[src/rtl/rf_debug_pkg.sv]
// Shared types for the register-file debug read-out path.
// Also used by the UART debug framer.
package rf_debug_pkg;

  localparam int ADDR_W = 5;
  localparam int DATA_W = 32;

  typedef enum logic [2:0] {
    IDLE,
    HOLD,
    READ,
    SEND,
    DONE
  } dump_state_t;

endpackage

[src/rtl/regfile_dump_reader.sv]
// Walks a register range through one read port
// and streams each word out on valid/ready.
module regfile_dump_reader
  import rf_debug_pkg::*;
(
  input  logic              clk,
  input  logic              reset,
  input  logic              start,
  input  logic [ADDR_W-1:0] first_addr,
  input  logic [ADDR_W-1:0] last_addr,
  output logic [ADDR_W-1:0] rf_read_addr,
  input  logic [DATA_W-1:0] rf_read_data,
  output logic              wb_hold,
  output logic              out_valid,
  input  logic              out_ready,
  output logic [ADDR_W-1:0] out_addr,
  output logic [DATA_W-1:0] out_data,
  output logic              busy,
  output logic              done
);

  dump_state_t       r_state;
  logic [ADDR_W-1:0] r_cur_addr;
  logic [ADDR_W-1:0] r_remaining;
  logic [ADDR_W-1:0] r_out_addr;
  logic [DATA_W-1:0] r_out_data;
  logic              r_out_valid;
  logic              r_busy;
  logic              r_wb_hold;
  logic              r_done;

  always_ff @(posedge clk) begin
    if (reset) begin
      r_state     <= IDLE;
      r_cur_addr  <= '0;
      r_remaining <= '0;
      r_out_addr  <= '0;
      r_out_data  <= '0;
      r_out_valid <= 1'b0;
      r_busy      <= 1'b0;
      r_wb_hold   <= 1'b0;
      r_done      <= 1'b0;
    end else begin
      unique case (r_state)
        IDLE: begin
          if (start) begin
            r_cur_addr  <= first_addr;
            r_remaining <= last_addr - first_addr;
            r_busy      <= 1'b1;
            r_wb_hold   <= 1'b1;
            r_state     <= HOLD;
          end
        end
        // Lets any in-flight write-back land before the first read.
        HOLD: r_state <= READ;
        READ: begin
          r_out_data  <= rf_read_data;
          r_out_addr  <= r_cur_addr;
          r_out_valid <= 1'b1;
          r_state     <= SEND;
        end
        SEND: begin
          if (out_ready) begin
            r_out_valid <= 1'b0;
            if (r_remaining == '0) begin
              r_done  <= 1'b1;
              r_state <= DONE;
            end else begin
              r_cur_addr  <= r_cur_addr + 1'b1;
              r_remaining <= r_remaining - 1'b1;
              r_state     <= READ;
            end
          end
        end
        DONE: begin
          r_done    <= 1'b0;
          r_busy    <= 1'b0;
          r_wb_hold <= 1'b0;
          r_state   <= IDLE;
        end
        default: r_state <= IDLE;
      endcase
    end
  end

  assign rf_read_addr = r_cur_addr;
  assign out_addr     = r_out_addr;
  assign out_data     = r_out_data;
  assign out_valid    = r_out_valid;
  assign busy         = r_busy;
  assign wb_hold      = r_wb_hold;
  assign done         = r_done;

endmodule

[config.mk]
export PLATFORM = sky130hd
export DESIGN_NAME = regfile_dump_reader
export DESIGN_NICKNAME = d
export VERILOG_FILES = /design/src/rtl/rf_debug_pkg.sv /design/src/rtl/regfile_dump_reader.sv
export SDC_FILE = /design/constraint.sdc
export NUM_CORES = 1
export LEC_CHECK = 0
export CAP_MARGIN = 0
export CORE_ASPECT_RATIO = 1.5
export CORE_MARGIN = 2
export CORE_UTILIZATION = 47
export CTS_CLUSTER_DIAMETER = 100
export CTS_CLUSTER_SIZE = 16
export DETAILED_ROUTE_END_ITERATION = 8
export PLACE_DENSITY = 0.85
export SLEW_MARGIN = 10
export SYNTH_ARGS = -nofsm -noshare
export SYNTH_HDL_FRONTEND = slang
export SYNTH_SLANG_ARGS = --single-unit
[constraint.sdc]
create_clock -name clk -period 4.2 [get_ports clk]
set_input_delay 0.84 -clock clk [delete_from_list [all_inputs] [get_ports clk]]
set_output_delay 0.84 -clock clk [all_outputs]
set_load 0.005 [all_outputs]
==> results of run 1 <==
## cell type report
type | count | area [sq um] | area share [%]
timing repair buffer | 93 | 921 | 27.1
multi-input combinational | 213 | 1200 | 35.3
sequential | 53 | 1060 | 31.3
inverter | 9 | 33.8 | 0.995
clock buffer | 5 | 68.8 | 2.03
clock inverter | 3 | 25.0 | 0.737
tap | 68 | 85.1 | 2.51
## cell usage in the layout (no fill, tap or decap), drive strengths merged, types with 2 or more instances in the layout
cell and n:
clkdlybuf4s50 90, nand2b 3, a31oi 3, inv 10, o32ai 2, o21a 2
and3 2, nand2 84, ha 6, buf 3, a21oi 48, nor3 12
o31ai 2, nand3b 3, dfxtp 53, nor2 10, nand3 2, nor2b 2
a211oi 8, o21ai 5, clkbuf 5
## cells by family after synthesis
kind of cell    after synthesis
flops                        53
buf+inv                      29
fa+ha+maj                     7
compound gates               80
xor+xnor                      2
simple gates                124
## power groups by stage
stage | Sequential, mW | Clock [mW] | Combinational [mW]
after global placement | 0.587 | 0 | 0.291
after CTS | 0.578 | 0.300 | 0.299
after global routing | 0.584 | 0.317 | 0.325
after detailed placement | 0.590 | 0 | 0.298
final | 0.579 | 0.290 | 0.297
after floorplan | 0.582 | 0 | 0.173
## path summary, 6_finish.rpt
kind | startpoint | to | slack (ns) | depth (start not counted)
worst max-delay path | first_addr[0] | r_remaining[4] | 1.51 | 8
worst min-delay path | out_data[14] | out_data[14] | 0.46 | 2
worst min register to register | out_data[14] | out_data[14] | 0.46 | 2
worst max register to register | r_state[0] | r_remaining[4] | 2.33 | 4
## sequential cells by signal, indices dropped and copies added (netlist names)
signal and count:
wb_hold 1, done 1, out_addr 5, out_valid 1, r_remaining 5, out_data 32, rf_read_addr 5, r_state 3
## per-layer routing
metal | part of all wire [%] | routed length [um]
met5 | 0 | 0
met4 | 2.2 | 133
met3 | 4.7 | 281
met2 | 51 | 3010
met1 | 42 | 2510
## critical path, delay by kind of cell
kind                       cells  cell delay [ns]
AOI/OAI and AO/OA              4             0.94
adders and majority gates      2             0.58
buffers and inverters          2             0.56
## per-stage QoR
| stage | worst slack, ns | area [sq um] |
|---|---|---|
| floorplan | 1.80 | 2420 |
| global placement | 1.28 | 3300 |
| detailed placement | 1.18 | 3300 |
| CTS | 1.50 | 3390 |
| global route | 1.39 | 3390 |
| finish | 1.51 | 3390 |
==> results.json, run 1 <==
{
  "outcome": "finished clean",
  "crit_fanout": 3,
  "die_w_um": 62.6,
  "total_power_mw": 1.17,
  "hold_class": "flip-flop to flip-flop",
  "final_util_pct": 67.3,
  "grt-busiest-layer": "met2",
  "vias": 2365,
  "clk_pin_slew_worst_paths_ns": 0.09,
  "fmax_mhz": 371,
  "synth_edf_count": 0,
  "period_share_pct": 64.1,
  "drive_gt1_share_pct": 5.85,
  "p_clk_share_pct": 24.9,
  "syn_to_final_growth_pct": 40.4,
  "setup_violations": 0,
  "hold_violations": 0,
  "dpl.cell_count": 436,
  "p_leak_nw": 1.25,
  "endpoint_kind": "flip-flop",
  "dieArea_sq_um": 5740,
  "grt_use_total_pct": 20.6,
  "pwr-share-comb_pct": 25.5,
  "max_slew_margin_pct": 56.1,
  "worst_path_max_delay_cell": "clkdlybuf4s50_1",
  "cts_max_path_buffers": 2,
  "synth_cell_types": 47,
  "cp_cell_sequence": "clkdlybuf4s50_1 -> ha_1 -> inv_1 -> fa_1 -> a21o_1 -> a2111o_1 -> o21a_1 -> a211oi_2",
  "die_y_um": 91.8,
  "start_kind": "input pin",
  "cpPeakStageDelay_ns": 0.50,
  "synth_xor_xnor_area_share_pct": 0.725,
  "io_buffers": 91,
  "p_int_mw": 0.823,
  "wire_per_inst_um": 13.3,
  "ys_seq_area_share_pct": 43.9,
  "post_synth_and_or_nand_nor_area_fraction_pct": 23.9,
  "fin_crit_ns": 2.69,
  "yosys-top-cells-area": "dfxtp_1, nand2_1, a21oi_1",
  "finalWirelength_um": 5930,
  "skew_ns": 0.00979,
  "fin_hold_ws_ns": 0.458,
  "core_sq_um": 5040,
  "synth_top_cell_by_area": "dfxtp_1",
  "hold_buffers": 0,
  "antenna_found_initial": 0,
  "worstPathRequired_ns": 4.43,
  "insertion_delay_ns": 0.30,
  "antenna_left": 0,
  "cts_resized": 0,
  "synth_fa_ha_area_share_pct": 3.93,
  "worst_pin_slew_ns": 0.659,
  "drt_pass1_iterations": 4,
  "hpwlAfterDp_um": 4450,
  "tritoncts": "yes",
  "arrival_ns": 2.92,
  "synth_top_family_by_area": "simple AND/OR/NAND/NOR gates",
  "routabilityCongestion": 0.842,
  "grt_setup_unrepaired": "no",
  "ir_worst_vdd_mv": 0.210,
  "via_per_inst": 5.33,
  "synth_common_cells": "nand2_1, dfxtp_1, a21oi_1",
  "fillers": 430,
  "ioPinCount": 92,
  "gr-usage-met2_pct": 36.1,
  "synth_cells": 295,
  "final_nets": 428,
  "stdcell_count": 444,
  "grt_pass1_wl_um": 9670,
  "slew_viol_final": 0,
  "yosysTopAreaCellShare_pct": 43.9,
  "yosysMostFrequentCell": "nand2_1",
  "grt_overflow": 0,
  "netlist_area_sq_um": 2420,
  "clock_sinks": 53,
  "powerDensity_nw_per_um2": 343,
  "async_flop_share_pct": 0,
  "antenna_cells": 0,
  "grt_max_degree": 39,
  "cts_buffers": 5,
  "h-tree-depth": 2,
  "ys.warnings.count": 0,
  "drt_first_iter_violations": 122,
  "final.setup.tns_ns": 0,
  "synth_seq_cells": 53,
  "seq_power_share_pct": 49.7,
  "cap_viol_max_count": 0,
  "initial_core_util_pct": 47.9,
  "synth-main-ff-cell": "dfxtp_1",
  "synth_compound_area_share_pct": 21.0,
  "use_met1_pct": 23.9,
  "use_met3_pct": 4.42,
  "synthMuxAreaShare_pct": 0,
  "netSwitchingPower_mw": 0.342,
  "critPathKind": "input pin to flip-flop",
  "first_global_vias": 2136,
  "drc": 0,
  "syn_nets": 348,
  "cts_setup_buffers": 0,
  "cts_root_buf": "clkbuf_8",
  "swShare_pct": 29.4,
  "rows": 32,
  "avgSynthCellArea_sq_um": 8.19
}
Power figures use the tool's default switching activity.
==> run 2, diff against run 1 <==
- CORE_UTILIZATION: 47 -> 40
- PLACE_DENSITY: 0.85 -> 0.77
- clock period: 4.2 -> 2.4 ns (I/O delays scaled with it)
==> results.json, run 2 (synthesis gave the netlist of run 1 again) <==
{
  "grt_use_total_pct": 18.0,
  "cp-startpoint": "first_addr[0]",
  "grt_setup_unrepaired": "no",
  "slew_viol_final": 0,
  "first_global_vias": 2189,
  "p_leak_nw": 1.28,
  "endpoint_kind": "flip-flop",
  "min_from": "out_data[7]",
  "antenna_found_initial": 0,
  "cts_root_buf": "clkbuf_8",
  "fmax_mhz": 436,
  "syn_to_final_growth_pct": 42.5,
  "die_y_um": 99.2,
  "cts_setup_buffers": 0,
  "period_share_pct": 95.5,
  "antenna_left": 0,
  "outcome": "finished clean",
  "initial_core_util_pct": 41.5,
  "hold_violations": 0,
  "drc": 0,
  "tritoncts": "yes",
  "insertion_delay_ns": 0.30,
  "grt_pass1_wl_um": 9630,
  "fillers": 545,
  "stdcell_count": 454,
  "swShare_pct": 28.2,
  "antenna_cells": 0,
  "ir_worst_vdd_mv": 0.280,
  "fin_hold_ws_ns": 0.457,
  "setup_ws_ns": 0.108,
  "hold_class": "flip-flop to flip-flop",
  "final_cell_mix": "clkdlybuf4s50_1, nand2_1, dfxtp_1, a21oi_1, nor3_1",
  "wire_per_inst_um": 13.0,
  "critPathKind": "input pin to flip-flop",
  "cts_buffers": 5,
  "worst_pin_slew_ns": 0.502,
  "final_common_cell": "clkdlybuf4s50_1",
  "crit_fanout": 3,
  "final_util_pct": 59.1,
  "start_kind": "input pin",
  "vias": 2307,
  "p_clk_share_pct": 24.9,
  "ioPinCount": 92,
  "powerDensity_nw_per_um2": 595,
  "clk_pin_slew_worst_paths_ns": 0.09,
  "cts_max_path_buffers": 2,
  "final.setup.tns_ns": 0,
  "max_slew_margin_pct": 66.5,
  "grt_max_degree": 38,
  "finalWirelength_um": 5890,
  "skew_ns": 0.00342,
  "cts_resized": 0,
  "p_int_mw": 1.47,
  "final_nets": 434,
  "largest_reg_flops": 32,
  "drt_pass1_iterations": 4,
  "dpl.cell_count": 446,
  "setup_violations": 0,
  "seq_power_share_pct": 49.4,
  "placed_area_sq_um": 3350,
  "post-place-ws_ns": -0.215,
  "drt_first_iter_violations": 105,
  "netSwitchingPower_mw": 0.579,
  "pwr-share-comb_pct": 25.6,
  "clock_sinks": 53,
  "grt_overflow": 0,
  "routabilityCongestion": 0.827,
  "via_per_inst": 5.08,
  "worstPathRequired_ns": 2.62,
  "core_sq_um": 5830,
  "arrival_ns": 2.52,
  "design_area_sq_um": 3450,
  "hpwlAfterDp_um": 4430,
  "cap_viol_max_count": 0,
  "total_power_mw": 2.05,
  "rr_startpoint": "r_state[0]",
  "hold_buffers": 0,
  "io_buffers": 91,
  "die_w_um": 67.5,
  "h-tree-depth": 2,
  "drive_gt1_share_pct": 7.07,
  "dieArea_sq_um": 6690,
  "rows": 34,
  "fin_crit_ns": 2.29
}
## run 2: cell count changes in the layout (fill, tap and decap cells not counted)
cell,before,now
and2b_1,0,1
and2b_2,1,0
buf_4,2,8
clkbuf_8,5,6
clkinv_2,0,1
clkinvlp_4,1,0
inv_6,1,0
## run 2: layout make-up
class                   count  area [sq um]  area share, %
clock inverters             2          13.8          0.399
clock buffers               6          82.6           2.40
flip-flops and latches     53          1060           30.8
multi-input cells         213          1200           34.8
repair buffers             99           966           28.0
inverters                   9          33.8          0.980
well taps                  72          90.1           2.61
## run 2: critical path, cell delays in order
cell and delay (ns):
clkdlybuf4s50_1 0.51, ha_1 0.17, inv_1 0.05, fa_1 0.38
a21o_1 0.21, a2111o_1 0.40, o21a_1 0.12, a211oi_2 0.20
## run 2: path summary, 6_finish.rpt
kind              depth (start not counted)               to  slack [ns]
setup / recovery                          8   r_remaining[4]        0.11
hold / removal                            2      out_data[7]        0.46
setup reg to reg                          4  rf_read_addr[2]        0.61
hold reg to reg                           2      out_data[7]        0.46
## run 2: metal layers
metal  vias to the layer above  global-route usage, %  wire length (um)
li1                       1173                      -                 -
met1                      1059                   20.5              2370
met2                        67                   33.0              3160
met3                         8                   3.28               281
met4                         0                   5.02                76
met5                         -                      0                 0
## run 2: power by group through the flow
stage | clock [mW] | combinational (mW) | sequential [mW]
after floorplan | 0 | 0.303 | 1.02
after global placement | 0 | 0.520 | 1.03
after detailed placement | 0 | 0.528 | 1.03
after CTS | 0.535 | 0.530 | 1.01
after global routing | 0.570 | 0.582 | 1.02
final | 0.512 | 0.526 | 1.01
==> run 3, diff against run 2 <==
- GPL_TIMING_DRIVEN: not set -> 0
==> results.json, run 3 (synthesis gave the netlist of run 1 again) <==
{
  "routabilityCongestion": 0.848,
  "fmax_mhz": 446,
  "final.setup.tns_ns": 0,
  "cts_setup_buffers": 0,
  "start_kind": "input pin",
  "rows": 34,
  "dieArea_sq_um": 6690,
  "largest_reg_flops": 32,
  "min_path_cells": 2,
  "hold_violations": 0,
  "final_util_pct": 60.0,
  "grt_overflow": 0,
  "io_buffers": 90,
  "clk_pin_slew_worst_paths_ns": 0.09,
  "arrival_ns": 2.48,
  "antenna_left": 0,
  "die_w_um": 67.5,
  "finalWirelength_um": 6290,
  "critPathKind": "input pin to flip-flop",
  "drive_gt1_share_pct": 7.89,
  "insertion_delay_ns": 0.30,
  "p_leak_nw": 1.31,
  "skew_ns": 0.00409,
  "grt_use_total_pct": 19.2,
  "ioPinCount": 92,
  "drt_pass1_iterations": 5,
  "setup_violations": 0,
  "period_share_pct": 93.5,
  "final_nets": 445,
  "via_per_inst": 5.11,
  "hold_class": "flip-flop to flip-flop",
  "fin_crit_ns": 2.24,
  "cts_resized": 0,
  "drc": 0,
  "hold_buffers": 0,
  "slew_viol_final": 0,
  "vias": 2377,
  "initial_core_util_pct": 41.5,
  "die_y_um": 99.2,
  "clock_sinks": 53,
  "grt_pass1_wl_um": 10200,
  "core_sq_um": 5830,
  "first_global_vias": 2267,
  "final_cell_mix": "clkdlybuf4s50_1, nand2_1, dfxtp_1, a21oi_1, nor3_1",
  "design_area_sq_um": 3500,
  "total_power_mw": 2.07,
  "crit_fanout": 2,
  "grt_max_degree": 17,
  "syn_to_final_growth_pct": 44.7,
  "hpwlAfterDp_um": 4690,
  "tritoncts": "yes",
  "endpoint_kind": "flip-flop",
  "final_common_cell": "clkdlybuf4s50_1",
  "wire_per_inst_um": 13.5,
  "antenna_found_initial": 0,
  "cap_viol_max_count": 0,
  "cts_max_path_buffers": 2,
  "outcome": "finished clean",
  "max_slew_margin_pct": 65.0,
  "placed_area_sq_um": 3410,
  "r2r_cells": 6,
  "worst_pin_slew_ns": 0.526,
  "powerDensity_nw_per_um2": 591,
  "cts_root_buf": "clkbuf_8",
  "cts_buffers": 5,
  "grt_setup_unrepaired": "no",
  "ir_worst_vdd_mv": 0.347,
  "fillers": 559,
  "worstPathRequired_ns": 2.63,
  "h-tree-depth": 2,
  "antenna_cells": 0,
  "drt_first_iter_violations": 134
}
## run 3: cell count changes in the layout (fill, tap and decap cells not counted), moves of 3 or more
cell / delta
buf_2: +5
buf_4: -3
buf_6: +3
clkbuf_1: +7
## run 3: final cells by class
type                            instances  area, sq um  share of cell area (%)
Multi-Input combinational cell        213         1200                    34.3
Tap cell                               72         90.1                    2.58
Sequential cell                        53         1060                    30.3
Inverter                                9         33.8                   0.966
Clock buffer                            6         72.6                    2.08
Buffer                                 20          124                    3.54
Clock inverter                          2         13.8                   0.394
Timing Repair Buffer                   90          903                    25.8
## run 3: final timing paths
check,start,to,slack [ns]
worst min-delay path,out_data[10],out_data[10],0.46
worst min register to register,out_data[10],out_data[10],0.46
worst max register to register,r_remaining[0],rf_read_addr[2],0.73
worst max-delay path,last_addr[0],r_remaining[4],0.16
## run 3: where the power goes
group	internal, mW	total, mW	switching (mW)
logic	0.300	0.557	0.258
registers	0.948	1.00	0.0538
clock network	0.209	0.509	0.300
total	1.46	2.07	0.611
## run 3: routing by layer
metal	GRT usage (%)	routed length, um	vias up
met5	0	0	-
li1	-	-	1201
met3	3.73	339	8
met4	7.22	91	0
met1	22.1	2530	1088
met2	34.0	3330	80
## run 3: worst max-delay path, stage by stage
cell,delay (ns)
clkdlybuf4s50_1,0.40
inv_1,0.05
ha_1,0.14
inv_1,0.05
fa_1,0.40
a21o_1,0.22
a2111o_1,0.40
o21a_1,0.14
a211oi_2,0.20
## run 3: metrics by stage
stage	hold slack, ns	worst slack (ns)	std cells
detailed placement	0.446	-0.278	457
finish	0.458	0.156	465
CTS	0.460	0.0474	465
global route	0.479	0.0461	465
global placement	0.441	-0.251	457
floorplan	0.453	0.365	295
